==> src/rtl/video_pkg.sv <==
// Shared definitions for the video timing / test pattern blocks.
package video_pkg;

  typedef enum logic [1:0] {
    PAT_BARS     = 2'd0,
    PAT_CHECKER  = 2'd1,
    PAT_GRADIENT = 2'd2,
    PAT_SOLID    = 2'd3
  } pattern_e;

  // Colour-bar table, left to right across the active line.
  function automatic logic [23:0] bar_colour(input logic [2:0] idx);
    logic [23:0] c;
    case (idx)
      3'd0:    c = 24'hFFFFFF;
      3'd1:    c = 24'hFFFF00;
      3'd2:    c = 24'h00FFFF;
      3'd3:    c = 24'h00FF00;
      3'd4:    c = 24'hFF00FF;
      3'd5:    c = 24'hFF0000;
      3'd6:    c = 24'h0000FF;
      default: c = 24'h000000;
    endcase
    return c;
  endfunction

  function automatic int video_total(input int res, input int fp, input int pulse, input int bp);
    return res + fp + pulse + bp;
  endfunction

endpackage

==> src/rtl/video_raster_counter.sv <==
// Horizontal/vertical raster counters with combinational sync and blank decode.
// Line and frame ordering: active, front porch, sync, back porch.
module video_raster_counter
  import video_pkg::*;
#(
  parameter int   C_resolution_x      = 640,
  parameter int   C_hsync_front_porch = 16,
  parameter int   C_hsync_pulse       = 96,
  parameter int   C_hsync_back_porch  = 48,
  parameter int   C_resolution_y      = 480,
  parameter int   C_vsync_front_porch = 10,
  parameter int   C_vsync_pulse       = 2,
  parameter int   C_vsync_back_porch  = 33,
  parameter logic C_hsync_polarity    = 1'b0,
  parameter logic C_vsync_polarity    = 1'b0,
  parameter int   C_bits_x            = 12,
  parameter int   C_bits_y            = 11
) (
  input  logic                i_clk,
  input  logic                i_rst,
  output logic [C_bits_x-1:0] o_hcount,
  output logic [C_bits_y-1:0] o_vcount,
  output logic                o_hsync,
  output logic                o_vsync,
  output logic                o_blank,
  output logic                o_line_first,
  output logic                o_frame_first
);

  localparam int H_TOTAL = video_total(C_resolution_x, C_hsync_front_porch, C_hsync_pulse, C_hsync_back_porch);
  localparam int V_TOTAL = video_total(C_resolution_y, C_vsync_front_porch, C_vsync_pulse, C_vsync_back_porch);

  localparam logic [C_bits_x-1:0] H_LAST       = C_bits_x'(H_TOTAL - 1);
  localparam logic [C_bits_x-1:0] H_ACTIVE     = C_bits_x'(C_resolution_x);
  localparam logic [C_bits_x-1:0] H_SYNC_START = C_bits_x'(C_resolution_x + C_hsync_front_porch);
  localparam logic [C_bits_x-1:0] H_SYNC_END   = C_bits_x'(C_resolution_x + C_hsync_front_porch + C_hsync_pulse);
  localparam logic [C_bits_y-1:0] V_LAST       = C_bits_y'(V_TOTAL - 1);
  localparam logic [C_bits_y-1:0] V_ACTIVE     = C_bits_y'(C_resolution_y);
  localparam logic [C_bits_y-1:0] V_SYNC_START = C_bits_y'(C_resolution_y + C_vsync_front_porch);
  localparam logic [C_bits_y-1:0] V_SYNC_END   = C_bits_y'(C_resolution_y + C_vsync_front_porch + C_vsync_pulse);

  // Zero-length porches or pulses break the decode ordering; counters must hold the totals.
  if (C_resolution_x < 1 || C_hsync_front_porch < 1 || C_hsync_pulse < 1 || C_hsync_back_porch < 1 ||
      C_resolution_y < 1 || C_vsync_front_porch < 1 || C_vsync_pulse < 1 || C_vsync_back_porch < 1) begin : g_bad_timing
    $error("video_raster_counter: every resolution, porch and pulse must be at least 1");
  end
  if (H_TOTAL > (1 << C_bits_x) || V_TOTAL > (1 << C_bits_y)) begin : g_bad_width
    $error("video_raster_counter: counter width too small for the frame totals");
  end

  logic [C_bits_x-1:0] r_hcount;
  logic [C_bits_y-1:0] r_vcount;

  // Free-running raster position: x every clock, y on each x wrap.
  always_ff @(posedge i_clk or posedge i_rst) begin
    if (i_rst) begin
      r_hcount <= '0;
      r_vcount <= '0;
    end else if (r_hcount == H_LAST) begin
      r_hcount <= '0;
      r_vcount <= (r_vcount == V_LAST) ? '0 : r_vcount + 1'b1;
    end else begin
      r_hcount <= r_hcount + 1'b1;
    end
  end

  assign o_hcount      = r_hcount;
  assign o_vcount      = r_vcount;
  assign o_hsync       = (r_hcount >= H_SYNC_START && r_hcount < H_SYNC_END) ? C_hsync_polarity : ~C_hsync_polarity;
  assign o_vsync       = (r_vcount >= V_SYNC_START && r_vcount < V_SYNC_END) ? C_vsync_polarity : ~C_vsync_polarity;
  assign o_blank       = (r_hcount >= H_ACTIVE) || (r_vcount >= V_ACTIVE);
  assign o_line_first  = (r_hcount == '0);
  assign o_frame_first = (r_hcount == '0) && (r_vcount == '0);

endmodule

==> src/rtl/video_timing_pattern.sv <==
// Raster timing plus frame-synchronous test pattern generator for the pixel clock domain.
// Every output is registered one cycle after the raster position it describes.
module video_timing_pattern
  import video_pkg::*;
#(
  parameter int   C_resolution_x      = 640,
  parameter int   C_hsync_front_porch = 16,
  parameter int   C_hsync_pulse       = 96,
  parameter int   C_hsync_back_porch  = 48,
  parameter int   C_resolution_y      = 480,
  parameter int   C_vsync_front_porch = 10,
  parameter int   C_vsync_pulse       = 2,
  parameter int   C_vsync_back_porch  = 33,
  parameter logic C_hsync_polarity    = 1'b0,
  parameter logic C_vsync_polarity    = 1'b0,
  parameter int   C_checker_log2      = 5,
  parameter int   C_bits_x            = 12,
  parameter int   C_bits_y            = 11
) (
  input  logic                clk_pixel,
  input  logic                reset,
  input  logic [1:0]          mode,
  input  logic [23:0]         solid_rgb,
  output logic [7:0]          vga_r,
  output logic [7:0]          vga_g,
  output logic [7:0]          vga_b,
  output logic                vga_hsync,
  output logic                vga_vsync,
  output logic                vga_blank,
  output logic [C_bits_x-1:0] pixel_x,
  output logic [C_bits_y-1:0] pixel_y,
  output logic                line_start,
  output logic                frame_start,
  output logic [7:0]          frame_count
);

  localparam int                  BAR_W   = C_resolution_x / 8;
  localparam logic [C_bits_x-1:0] BAR_W_X = C_bits_x'(BAR_W);

  if (BAR_W < 1 || C_bits_x < 8 || C_bits_y < 8 ||
      C_checker_log2 >= C_bits_x || C_checker_log2 >= C_bits_y) begin : g_bad_params
    $error("video_timing_pattern: need res_x >= 8, counters >= 8 bits, checker bit inside counters");
  end

  logic [C_bits_x-1:0] w_hcount;
  logic [C_bits_y-1:0] w_vcount;
  logic                w_hsync, w_vsync, w_blank, w_line_first, w_frame_first;

  video_raster_counter #(
    .C_resolution_x     (C_resolution_x),
    .C_hsync_front_porch(C_hsync_front_porch),
    .C_hsync_pulse      (C_hsync_pulse),
    .C_hsync_back_porch (C_hsync_back_porch),
    .C_resolution_y     (C_resolution_y),
    .C_vsync_front_porch(C_vsync_front_porch),
    .C_vsync_pulse      (C_vsync_pulse),
    .C_vsync_back_porch (C_vsync_back_porch),
    .C_hsync_polarity   (C_hsync_polarity),
    .C_vsync_polarity   (C_vsync_polarity),
    .C_bits_x           (C_bits_x),
    .C_bits_y           (C_bits_y)
  ) u_raster (
    .i_clk        (clk_pixel),
    .i_rst        (reset),
    .o_hcount     (w_hcount),
    .o_vcount     (w_vcount),
    .o_hsync      (w_hsync),
    .o_vsync      (w_vsync),
    .o_blank      (w_blank),
    .o_line_first (w_line_first),
    .o_frame_first(w_frame_first)
  );

  logic [1:0]          r_mode;
  logic [23:0]         r_solid;
  logic [7:0]          r_frame_count;
  logic [1:0]          w_mode;
  logic [23:0]         w_solid;
  logic [7:0]          w_fc_next;
  logic [C_bits_x-1:0] w_bar_q;
  logic [2:0]          w_bar;
  logic [7:0]          w_grad_r;
  logic                w_checker;
  logic [23:0]         w_rgb;

  // Pixel (0,0) already uses the freshly sampled mode and the incremented frame count.
  assign w_mode    = w_frame_first ? mode : r_mode;
  assign w_solid   = w_frame_first ? solid_rgb : r_solid;
  assign w_fc_next = w_frame_first ? r_frame_count + 8'd1 : r_frame_count;

  // Pixels past the last full bar stay in bar 7.
  assign w_bar_q   = w_hcount / BAR_W_X;
  assign w_bar     = (w_bar_q > C_bits_x'(7)) ? 3'd7 : w_bar_q[2:0];
  assign w_grad_r  = w_hcount[7:0] + w_fc_next;
  assign w_checker = w_hcount[C_checker_log2] ^ w_vcount[C_checker_log2];

  // Pattern mux; blanked pixels are always black.
  always_comb begin
    w_rgb = '0;
    if (!w_blank) begin
      case (pattern_e'(w_mode))
        PAT_BARS:     w_rgb = bar_colour(w_bar);
        PAT_CHECKER:  w_rgb = {24{w_checker}};
        PAT_GRADIENT: w_rgb = {w_grad_r, w_vcount[7:0], w_grad_r ^ w_vcount[7:0]};
        PAT_SOLID:    w_rgb = w_solid;
        default:      w_rgb = '0;
      endcase
    end
  end

  // Frame-latched pattern settings and frame counter.
  always_ff @(posedge clk_pixel or posedge reset) begin
    if (reset) begin
      r_mode        <= 2'd0;
      r_solid       <= '0;
      r_frame_count <= '0;
    end else begin
      r_mode        <= w_mode;
      r_solid       <= w_solid;
      r_frame_count <= w_fc_next;
    end
  end

  // Output register stage keeping timing, coordinates and colour aligned.
  always_ff @(posedge clk_pixel or posedge reset) begin
    if (reset) begin
      vga_r       <= '0;
      vga_g       <= '0;
      vga_b       <= '0;
      vga_hsync   <= ~C_hsync_polarity;
      vga_vsync   <= ~C_vsync_polarity;
      vga_blank   <= 1'b1;
      pixel_x     <= '0;
      pixel_y     <= '0;
      line_start  <= 1'b0;
      frame_start <= 1'b0;
    end else begin
      vga_r       <= w_rgb[23:16];
      vga_g       <= w_rgb[15:8];
      vga_b       <= w_rgb[7:0];
      vga_hsync   <= w_hsync;
      vga_vsync   <= w_vsync;
      vga_blank   <= w_blank;
      pixel_x     <= w_hcount;
      pixel_y     <= w_vcount;
      line_start  <= w_line_first;
      frame_start <= w_frame_first;
    end
  end

  assign frame_count = r_frame_count;

endmodule

==> config.mk <==
export PLATFORM = sky130hd
export DESIGN_NAME = video_timing_pattern
export DESIGN_NICKNAME = d
export VERILOG_FILES = /design/src/rtl/video_pkg.sv /design/src/rtl/video_raster_counter.sv /design/src/rtl/video_timing_pattern.sv
export SDC_FILE = /design/constraint.sdc
export NUM_CORES = 1
export LEC_CHECK = 0
export CAP_MARGIN = 20
export CORE_UTILIZATION = 50
export CTS_BUF_LIST = sky130_fd_sc_hd__clkbuf_2
export DETAILED_ROUTE_END_ITERATION = 7
export GPL_TIMING_DRIVEN = 0
export PLACE_DENSITY = 0.77
export SLEW_MARGIN = 20
export SYNTH_ARGS = -nofsm -noshare
export SYNTH_HDL_FRONTEND = slang
export SYNTH_SLANG_ARGS = --single-unit
==> constraint.sdc <==
create_clock -name clk_pixel -period 5.5 [get_ports clk_pixel]
set_input_delay 1.65 -clock clk_pixel [delete_from_list [all_inputs] [get_ports clk_pixel]]
set_output_delay 1.65 -clock clk_pixel [all_outputs]
set_load 0.02 [all_outputs]
==> results.py <==
metrics = {
    "pwr": {
        "leakage_nw": 2.80,
        "total_switching_power_w": 0.000342,
        "internal-power_w": 0.000997,
        "combinational_fraction_of_design_power_pct": 9.5,
        "power_frac_clock_pct": 28.5,
        "power-per-cell-area_nw_per_um2": 201,
        "seqPwrFrac_pct": 62.0,
        "netSwitchingFraction_pct": 25.6,
        "peak_supply_drop_mv": 0.0972,
    },
    "placed_design": {
        "placed_cells_incl_taps": 734,
        "final_hpwl_from_detailed_placement_um": 9460,
        "routabilityCongestion": 0.908,
        "portBuffers": 87,
        "dp_worst_setup_slack_ns": 1.05,
    },
    "sta": {
        "timing_hold_violations_final": 0,
        "hold_ws_ns": 0.413,
        "fin_skew_ns": 0.0378,
        "final-setup-viol-count": 0,
        "unrepaired_setup_endpoints_after_global_routing": "no",
        "postLayoutSetupSlackWorst_ns": 0.949,
        "setup-tns-final_ns": 0,
        "report.final.slew_viol_count": 0,
        "post-route-min-period_ns": 4.55,
        "period_share_pct": 82.7,
        "slew_headroom_pct": 57.6,
        "fmaxAchievable_mhz": 220,
        "transition_time_at_the_pin_with_the_least_slew_margin_ns": 0.630,
    },
    "yosys": {
        "ys_top_cells_by_area": "sky130_fd_sc_hd__dfrtp_1 (48%), sky130_fd_sc_hd__mux2_2 (4.9%), sky130_fd_sc_hd__xnor2_1 (3.0%), sky130_fd_sc_hd__ha_1 (2.7%), sky130_fd_sc_hd__nor2_1 (2.4%)",
        "dominantRegCellSynth": "sky130_fd_sc_hd__dfrtp_1",
        "synth.ff_latch_count": 109,
        "syn_avg_cell_area_um2": 10.7,
        "synth.net_count": 551,
        "number_of_enable_flip_flop_cells_after_synthesis": 0,
        "synthesis.area_um2": 5480,
        "synthArstFlopShare_pct": 100,
        "yosys.cell_types.count": 66,
        "synth_area_leader_cell": "sky130_fd_sc_hd__dfrtp_1",
        "netlist_instances": 510,
        "ys_warn_count": 0,
        "synth-seq-area-share_pct": 49.9,
        "yosysTopAreaCellShare_pct": 48.4,
    },
    "finish": {
        "post-route-util_pct": 63.7,
        "final_common_cell": "sky130_fd_sc_hd__dfrtp_1",
        "n_fill_cell": 872,
        "layout.cells.most_common_list": "sky130_fd_sc_hd__dfrtp_1 (106), sky130_fd_sc_hd__clkdlybuf4s50_1 (87), sky130_fd_sc_hd__nor2_1 (35)",
        "final_layout_size_suffix_gt1_share_pct": 12.5,
        "layout.cells.non_filler": 750,
        "final_nets": 650,
        "areaGrowthSynthToFinish_pct": 21.8,
        "insertedDiodeCount": 0,
    },
    "critical_path": {
        "cp_top_family": "simple AND/OR/NAND/NOR gates",
        "r2r_cells": 17,
        "worstPathRequired_ns": 6.07,
        "critPathMaxStageDelay_ns": 0.54,
        "crit_path_frequent_cell": "sky130_fd_sc_hd__buf_4",
        "worstSetupPathDepth": 17,
        "crit_chain": "clkbuf_1 > nor4_4 > nand4_4 > nor2_4 > buf_4 > buf_4 > xor2_1 > ha_1 > inv_1 > fa_1 > nor2b_1 > o21ai_0 > a21boi_0 > nor2_1 > xnor2_1 > a211o_1 > a21oi_1",
        "worst-setup-path-type": "flop to flop",
        "critical_path_peak_fanout": 10,
        "critical_path.reg2reg.startpoint": "u_raster.o_hcount[6]",
        "launching_element_type_of_the_critical_path": "flop",
        "cp.arrival_ns": 5.13,
        "critPathBufInv": 4,
        "crit_path_slowest_cell": "sky130_fd_sc_hd__a21boi_0",
        "critical_path_endpoint_category": "flop",
        "cp-startpoint": "u_raster.o_hcount[6]",
    },
    "floorplanning": {
        "design.die.area_um2": 11400,
        "floorplan.die.height_um": 107,
        "die_width_um": 107,
        "ioPinCount": 88,
        "num_rows": 37,
        "core_area_um2": 10500,
        "initial_core_util_pct": 52.3,
    },
    "clocking": {
        "clock_net_sink_count": 109,
        "clock_latency_ns": 0.61,
        "hold_buffers": 0,
        "clock_transition_time_at_the_flip_flop_clock_pins_of_the_worst_setup_and_hold_paths_ns": 0.30,
        "cts.repair.resized": 0,
        "post-cts-setup-buffer-count": 0,
        "h-tree-depth": 3,
        "cts_tree": "built",
        "max_buffers_root_to_sink": 2,
        "clockRootBuffer": "sky130_fd_sc_hd__clkbuf_2",
        "cts_made_buffers": 9,
    },
    "min_path": {
        "hold_path_class": "flop to flop",
        "worstHoldStart": "u_raster.o_vcount[4]",
        "timing.hold.worst_path_depth": 0,
    },
    "detailed_routing": {
        "wirelength_um": 12800,
        "avgViaCountPerCell": 5.68,
        "firstDrtPassIters": 5,
        "routed-via-count": 4259,
        "drc_errors": 0,
        "drt.antenna.violating_nets": 0,
        "wl_per_cell_um": 17.1,
        "initialDrtViolationCount": 205,
    },
    "global_route": {
        "first_pass_grt_wire_length_um": 21000,
        "number_of_global_route_vias_before_repair": 4164,
        "grt_max_degree": 66,
        "grt_remaining_overflow": 0,
        "global_route.usage.total_pct": 24.0,
        "antenna_found_initial": 0,
    },
    "run_status": {
        "run_status": "completed",
    },
    "job": {
        "maxCapViolations": 0,
    },
}
area by class of cell:
type / instances / area [µm²] / share of cell area [%]
flip-flops and latches: 109 / 2730 / 41.0
multi-input cells: 347 / 2480 / 37.2
repair buffers: 88 / 898 / 13.5
plain buffers: 30 / 170 / 2.55
well taps: 136 / 170 / 2.55
inverters: 24 / 100 / 1.50
clock inverters: 6 / 70.1 / 1.05
clock buffers: 10 / 50.0 / 0.750
power groups by stage:
stage / combinational [W] / sequential, W / clock (W)
3_3_place_gp: 0.000123 / 0.000844 / 0
4_1_cts: 0.000128 / 0.000831 / 0.000389
6_report: 0.000127 / 0.000831 / 0.000382
2_1_floorplan: 0.0000522 / 0.000858 / 0
3_5_place_dp: 0.000128 / 0.000844 / 0
5_1_grt: 0.000138 / 0.000834 / 0.000417
worst paths after layout:
kind                                   to  slack, ns
max in group asynchronous       vga_blank       3.45
hold reg to reg                pixel_y[4]       0.41
setup / recovery                 vga_b[4]       0.95
hold / removal                 pixel_y[4]       0.41
min in group asynchronous  frame_count[2]       1.37
setup reg to reg                 vga_b[4]       0.95
layer usage:
metal	up-vias	GRT usage, %	part of all wire [%]
li1	1987	-	-
met1	2078	32.1	43
met2	165	38.9	48
met3	29	3.89	5.8
met4	0	9.69	3.0
met5	-	0	0
cell families after synthesis:
| family | synth area share [%] |
|---|---|
| flops | 49.9 |
| xor+xnor | 5.85 |
| buf+inv | 4.84 |
| compound gates | 11.7 |
| simple gates | 18.0 |
| fa+ha+maj | 3.11 |
| mux | 6.65 |
per-stage QoR:
stage          total power, W  area [µm²]
6_report              0.00134        6670
2_1_floorplan        0.000910        5480
3_3_place_gp         0.000966        6520
4_1_cts               0.00135        6670
5_1_grt               0.00139        6670
3_5_place_dp         0.000972        6550
flip-flops by register name, indices dropped and copies added (netlist names), 8 cells and up:
signal	flops
vga_b	8
r_solid	24
vga_r	8
pixel_y	11
frame_count	8
u_raster.o_vcount	11
u_raster.o_hcount	12
pixel_x	12
vga_g	8
synthesized netlist by cell type, types with 5 or more instances:
master / number
sky130_fd_sc_hd__dfrtp_1: 106
sky130_fd_sc_hd__nor2_1: 35
sky130_fd_sc_hd__nand2_1: 32
sky130_fd_sc_hd__o21ai_0: 26
sky130_fd_sc_hd__mux2_2: 24
sky130_fd_sc_hd__a21oi_1: 23
sky130_fd_sc_hd__inv_1: 22
sky130_fd_sc_hd__nand3_1: 19
sky130_fd_sc_hd__xnor2_1: 19
sky130_fd_sc_hd__clkbuf_1: 15
sky130_fd_sc_hd__xor2_1: 15
sky130_fd_sc_hd__ha_1: 12
sky130_fd_sc_hd__o211ai_1: 12
sky130_fd_sc_hd__and2_1: 11
sky130_fd_sc_hd__nor3_1: 11
sky130_fd_sc_hd__mux2i_1: 8
sky130_fd_sc_hd__or3_1: 8
sky130_fd_sc_hd__buf_6: 6
sky130_fd_sc_hd__nand4_1: 6
sky130_fd_sc_hd__a31oi_1: 5
sky130_fd_sc_hd__nor2b_1: 5
worst register-to-register path, cell delays in order, from the launching register on:
cell	delay, ns
sky130_fd_sc_hd__dfrtp_1	0.49
sky130_fd_sc_hd__clkbuf_1	0.24
sky130_fd_sc_hd__nor4_4	0.43
sky130_fd_sc_hd__nand4_4	0.21
sky130_fd_sc_hd__nor2_4	0.21
sky130_fd_sc_hd__buf_4	0.23
sky130_fd_sc_hd__buf_4	0.21
sky130_fd_sc_hd__xor2_1	0.26
sky130_fd_sc_hd__ha_1	0.21
sky130_fd_sc_hd__inv_1	0.05
sky130_fd_sc_hd__fa_1	0.39
sky130_fd_sc_hd__nor2b_1	0.12
sky130_fd_sc_hd__o21ai_0	0.10
sky130_fd_sc_hd__a21boi_0	0.54
sky130_fd_sc_hd__nor2_1	0.23
sky130_fd_sc_hd__xnor2_1	0.18
sky130_fd_sc_hd__a211o_1	0.29
sky130_fd_sc_hd__a21oi_1	0.13
Power figures use the tool's default switching activity.
